### src/rtl/sll_traverser.sv
// sll_traverser
//   Initiator-side companion to the singly linked list block. Walks the list
//   from head to tail with Read ops, streams each node (data, address, last)
//   on a valid/ready port and cross-checks the walk against the list length.
//
// Ports
//   clk, rst            clock, asynchronous active-low reset
//   start, abort        begin traversal (IDLE only) / stop early
//   busy, done, fault   status: busy span, 1-cycle done pulse, sticky fault
//   count               beats accepted in the current/last traversal
//   ll_*  (outputs)     op request to the list (op always Read, data tied 0)
//   ll_*  (inputs)      op completion, read data/next pointer, list status
//   m_*                 node stream: valid/ready with data, address, last
module sll_traverser #(
    parameter  int DATA_WIDTH = 8,
    parameter  int MAX_NODE   = 8,
    localparam int ADDR_WIDTH = $clog2(MAX_NODE + 1)
) (
    input  logic                  clk,
    input  logic                  rst,
    input  logic                  start,
    input  logic                  abort,
    output logic                  busy,
    output logic                  done,
    output logic                  fault,
    output logic [ADDR_WIDTH-1:0] count,
    output logic [2:0]            ll_op,
    output logic [ADDR_WIDTH-1:0] ll_addr,
    output logic [DATA_WIDTH-1:0] ll_data,
    output logic                  ll_op_start,
    input  logic                  ll_op_done,
    input  logic [DATA_WIDTH-1:0] ll_data_out,
    input  logic [ADDR_WIDTH-1:0] ll_next_node_addr,
    input  logic                  ll_fault,
    input  logic [ADDR_WIDTH-1:0] ll_head,
    input  logic [ADDR_WIDTH-1:0] ll_length,
    input  logic                  ll_empty,
    output logic                  m_valid,
    input  logic                  m_ready,
    output logic [DATA_WIDTH-1:0] m_data,
    output logic [ADDR_WIDTH-1:0] m_addr,
    output logic                  m_last
);

    localparam logic [ADDR_WIDTH-1:0] ADDR_NULL = ADDR_WIDTH'(MAX_NODE + 1);

    typedef enum logic [1:0] {
        S_IDLE,
        S_REQ,
        S_EMIT,
        S_DONE
    } state_t;

    state_t                  state_q,   state_d;
    logic [ADDR_WIDTH-1:0]   cur_q,     cur_d;
    logic [ADDR_WIDTH-1:0]   nxt_q,     nxt_d;
    logic [ADDR_WIDTH-1:0]   len_q,     len_d;
    logic [ADDR_WIDTH-1:0]   count_q,   count_d;
    logic                    abort_q,   abort_d;
    logic                    fault_q,   fault_d;
    logic [DATA_WIDTH-1:0]   mdata_q,   mdata_d;
    logic [ADDR_WIDTH-1:0]   maddr_q,   maddr_d;
    logic                    mlast_q,   mlast_d;
    logic                    opstart_q;
    logic                    mvalid_q;
    logic [ADDR_WIDTH-1:0]   beats;

    assign beats = count_q + ADDR_WIDTH'(1);

    // State and datapath registers
    always_ff @(posedge clk or negedge rst) begin
        if (!rst) begin
            state_q   <= S_IDLE;
            cur_q     <= ADDR_NULL;
            nxt_q     <= ADDR_NULL;
            len_q     <= '0;
            count_q   <= '0;
            abort_q   <= 1'b0;
            fault_q   <= 1'b0;
            mdata_q   <= '0;
            maddr_q   <= '0;
            mlast_q   <= 1'b0;
            opstart_q <= 1'b0;
            mvalid_q  <= 1'b0;
        end else begin
            state_q   <= state_d;
            cur_q     <= cur_d;
            nxt_q     <= nxt_d;
            len_q     <= len_d;
            count_q   <= count_d;
            abort_q   <= abort_d;
            fault_q   <= fault_d;
            mdata_q   <= mdata_d;
            maddr_q   <= maddr_d;
            mlast_q   <= mlast_d;
            // Request/valid are registered off the next state so they are
            // glitch-free and drop in the same cycle the FSM leaves REQ/EMIT.
            opstart_q <= (state_d == S_REQ);
            mvalid_q  <= (state_d == S_EMIT);
        end
    end

    // Next-state and datapath update
    always_comb begin
        state_d = state_q;
        cur_d   = cur_q;
        nxt_d   = nxt_q;
        len_d   = len_q;
        count_d = count_q;
        abort_d = abort_q;
        fault_d = fault_q;
        mdata_d = mdata_q;
        maddr_d = maddr_q;
        mlast_d = mlast_q;

        unique case (state_q)
            S_IDLE: begin
                if (start && !abort) begin
                    count_d = '0;
                    fault_d = 1'b0;
                    abort_d = 1'b0;
                    if (ll_empty) begin
                        state_d = S_DONE;
                    end else begin
                        cur_d   = ll_head;
                        len_d   = ll_length;
                        state_d = S_REQ;
                    end
                end
            end
            S_REQ: begin
                if (abort) abort_d = 1'b1;
                if (ll_op_done) begin
                    if (ll_fault) begin
                        fault_d = 1'b1;
                        state_d = S_DONE;
                    end else if (abort_q || abort) begin
                        // abort landing on the completion cycle is honoured too
                        state_d = S_DONE;
                    end else begin
                        mdata_d = ll_data_out;
                        maddr_d = cur_q;
                        nxt_d   = ll_next_node_addr;
                        mlast_d = (ll_next_node_addr == ADDR_NULL);
                        state_d = S_EMIT;
                    end
                end
            end
            S_EMIT: begin
                if (m_ready) begin
                    count_d = beats;
                    if (mlast_q) begin
                        if (beats != len_q) fault_d = 1'b1;
                        state_d = S_DONE;
                    end else if (beats >= len_q) begin
                        // Tail not reached within the advertised length:
                        // either a pointer loop or a lost tail.
                        fault_d = 1'b1;
                        state_d = S_DONE;
                    end else if (abort) begin
                        state_d = S_DONE;
                    end else begin
                        cur_d   = nxt_q;
                        state_d = S_REQ;
                    end
                end else if (abort) begin
                    state_d = S_DONE;
                end
            end
            S_DONE: begin
                state_d = S_IDLE;
            end
            default: begin
                state_d = S_IDLE;
            end
        endcase
    end

    // Outputs
    always_comb begin
        busy        = (state_q != S_IDLE);
        done        = (state_q == S_DONE);
        fault       = fault_q;
        count       = count_q;
        ll_op       = '0;
        ll_data     = '0;
        ll_op_start = opstart_q;
        ll_addr     = opstart_q ? cur_q : '0;
        m_valid     = mvalid_q;
        m_data      = mdata_q;
        m_addr      = maddr_q;
        m_last      = mlast_q;
    end

endmodule
### config.mk
export PLATFORM = sky130hd
export DESIGN_NAME = sll_traverser
export DESIGN_NICKNAME = d
export VERILOG_FILES = /design/src/rtl/sll_traverser.sv
export SDC_FILE = /design/constraint.sdc
export NUM_CORES = 1
export LEC_CHECK = 0
export CORE_MARGIN = 8
export CORE_UTILIZATION = 25
export DETAILED_ROUTE_END_ITERATION = 8
export SLEW_MARGIN = 10
export SYNTH_ARGS = -nofsm -noshare
export SYNTH_HDL_FRONTEND = slang
export SYNTH_SLANG_ARGS = --single-unit
### constraint.sdc
create_clock -name clk -period 2.3 [get_ports clk]
set_input_delay 0.46 -clock clk [delete_from_list [all_inputs] [get_ports clk]]
set_output_delay 0.46 -clock clk [all_outputs]
set_load 0.02 [all_outputs]
==> flow_summary.ini, run 1 <==
[outcome]
outcome = completed

[global_route]
busiest_layer = met2
grt_usage = 0.0877
grt_max_degree = 36
met3_usage = 0.0359
grtUsageMet2 = 0.138
grt.overflow.total = 0
grt_use_met1 = 0.103
first_global_vias = 1539
grt_pass1_wl_um = 7710
antenna_found_initial = 0

[timing]
tightest_slew_ns = 0.791
setup_viol = 0
fin_crit_sh = 0.940
max_freq_mhz = 463
maxSlewHeadroom = 0.473
clock_skew_ns = 0.00797
min_period_ns = 2.16
worst_slack_ns = 0.139
slew_violations = 0
hold_viol_final = 0

[yosys]
synth_flop_cell = dfrtp_1
ys_async_sr_fraction = 1.00
synth-edff-count = 0
ys_seq_area_frac = 0.453
syn_area_per_cell_um2 = 11.4
synthCells = 171
synth_area_mm2 = 0.00195
yosys_warnings = 0
synth_cell_types = 47
ys_seq_elements = 35

[power_and_ir_drop]
seq_power_share = 0.300
total_power_uw = 3620
switching_power_uw = 1430
swShare = 0.396
power.internal_uw = 2190
leakage_uw = 0.00116
p_comb_frac = 0.542
power_density_mw_per_mm2 = 1330
clkPwrFrac = 0.157
peakVddDrop_v = 0.000581

[cells_and_area]
syn_to_final_growth_pct = 40.1
regArea_um2 = 882
drive_gt1_frac = 0.232
multiInputGateArea_um2 = 957
nFillCells = 779
final_nets = 274
antenna_cells = 0

[floorplanning]
row_count = 32
chipHeight_um = 104
ios = 65
die_area_mm2 = 0.0109
core_area_mm2 = 0.00765
die_x_um = 104
initial_core_util = 0.254

[critical_path]
cp_max_fo = 5
worst_ep_required_time_ns = 2.52
path_buf_inv = 1
cp_top_family = simple AND/OR/NAND/NOR gates
criticalPathCategory = reg2reg
end_kind = flip-flop
cpPeakStageDelay_ns = 0.43
crit_chain = ha_1 -> nand2b_1 -> nand2_1 -> ha_1 -> o21ai_0 -> nand2_1 -> nand2_2 -> buf_4 -> a2111oi_4 -> nor2b_1
cp.arrival_ns = 2.39
r2r_slack_ns = 0.14
crit_path_start_kind = flip-flop
crit_path_top_delay_cell = dfrtp_2

[clock_tree]
clk_pin_slew_worst_paths_ns = 0.08
cts_max_level = 2
numCtsBuffers = 5
cts_sinks = 35
clk-insertion-delay-late_ns = 0.29
cts_tree = yes
clockBufferDepth = 2
root_buffer = clkbuf_8

[placed_design]
place_congestion = 0.817
dp_hpwl_um = 3640
portBuffers = 53
pre_cts_slack_ns = 0.0223

[detailed_routing]
viasPerCell = 4.29
dr.first_iter.drc_count = 63
drtPass1Iterations = 4
routedWlPerCell_um = 13.8
drc = 0
ant_nets = 0
routed_wirelength_um = 4680
vias = 1453

[worst_hold_path]
holdCritPathClass = in2async

[run]
drv_cap = 0
final timing paths:
check / start / end / depth (start not counted)
max: count[0] / m_valid / 10
min in group clk: m_data[2] / m_data[2] / 1
min reg2reg: m_data[2] / m_data[2] / 1
min: rst / len_q[2] / 1
max reg2reg: count[0] / m_valid / 10
max in group asynchronous: rst / count[0] / 1
registers in the layout, indices dropped and copies added (netlist names):
signal / flops
abort_q: 1
m_data: 8
m_addr: 4
cur_q: 4
fault: 1
nxt_q: 4
len_q: 4
state_q: 2
ll_op_start: 1
m_last: 1
m_valid: 1
count: 4
through the flow:
| stage | utilization | cell area [um^2] | hold WS (ns) | instances | TNS [ns] |
|---|---|---|---|---|---|
| after global placement | 0.339 | 2590 | 0.482 | 329 | 0 |
| after CTS | 0.353 | 2700 | 0.280 | 337 | 0 |
| after detailed placement | 0.339 | 2590 | 0.494 | 329 | 0 |
| after floorplan | - | 1980 | 0.164 | 181 | 0 |
| after global routing | 0.356 | 2730 | 0.325 | 339 | -0.00977 |
| final | 0.356 | 2730 | 0.247 | 339 | 0 |
routing by layer:
metal	vias to the layer above	wire length (um)
li1	712	-
met1	694	2100
met2	38	2190
met3	9	306
met4	0	74
met5	-	0
timing repair:
item	4_1_cts	5_1_grt
setup endpoints to repair	1	3
setup buffers	0	2
pin swaps	0	1
hold buffers	0	0
resized for setup	1	3
cell usage after synthesis, types with 2 or more instances:
cell | count | area, um^2
buf_4 | 12 | 90.1
nand2_1 | 15 | 56.3
nand2b_1 | 5 | 31.3
a2111oi_4 | 2 | 55.1
a221o_1 | 2 | 20.0
o221a_1 | 2 | 22.5
buf_6 | 2 | 22.5
nor2b_1 | 3 | 18.8
dfrtp_1 | 31 | 776
mux2_2 | 18 | 203
inv_1 | 8 | 30.0
nor3_1 | 4 | 20.0
o21a_1 | 2 | 15.0
dfstp_2 | 4 | 105
o21ai_1 | 2 | 10.0
and2_1 | 6 | 37.5
ha_1 | 10 | 125
o21ai_0 | 9 | 45.0
a21oi_1 | 4 | 20.0
nor2_1 | 3 | 11.3
cells by family (layout without fill, tap and decap cells):
logic type,count (synthesis),count (layout),share of synthesized area
muxes,19,19,0.110
DFF,35,35,0.453
adders and majority gates,10,10,0.0643
buffers and inverters,24,80,0.0778
AOI/OAI and AO/OA,30,30,0.132
xor gates and xnor gates,1,1,0.00450
other,1,11,0.00193
and+or+nand+nor,51,51,0.156
placed cells by master, fill, tap and decap left out, types with 2 or more instances in the layout:
master	count
nor2b_1	3
nor2_1	3
buf_4	9
o21a_1	2
conb_1	11
a21oi_1	4
nor3_1	4
o21ai_2	2
clkdlybuf4s50_1	51
nand2_1	14
o221a_1	2
o21ai_0	9
a2111oi_4	2
inv_1	8
dfstp_2	4
and2_1	6
ha_1	10
dfrtp_1	30
mux2_2	18
nand2b_1	5
a221o_1	2
clkbuf_8	5
power groups by stage:
| stage | combinational (uW) | clock [uW] | sequential (uW) |
|---|---|---|---|
| 6_report | 1960 | 568 | 1090 |
| 5_1_grt | 2130 | 606 | 1130 |
| 4_1_cts | 1940 | 585 | 1090 |
| 3_5_place_dp | 1940 | 0 | 1100 |
| 3_3_place_gp | 1910 | 0 | 1090 |
| 2_1_floorplan | 1050 | 0 | 1250 |
layout make-up:
type,instances,share of cell area
multi-input cells,122,0.351
flip-flops and latches,35,0.324
repair buffers,63,0.225
well taps,102,0.0468
clock buffers,5,0.0253
clock inverters,3,0.0161
inverters,9,0.0124
(Power assumes the default switching activity.)
==> run 2: changes to the inputs <==
ABC_CLOCK_PERIOD_IN_PS = 2300   (was default)
GPL_TIMING_DRIVEN = 1   (was default)
==> results of run 2 <==
No change in the layout: final DEF, timing and power equal those of run 1.
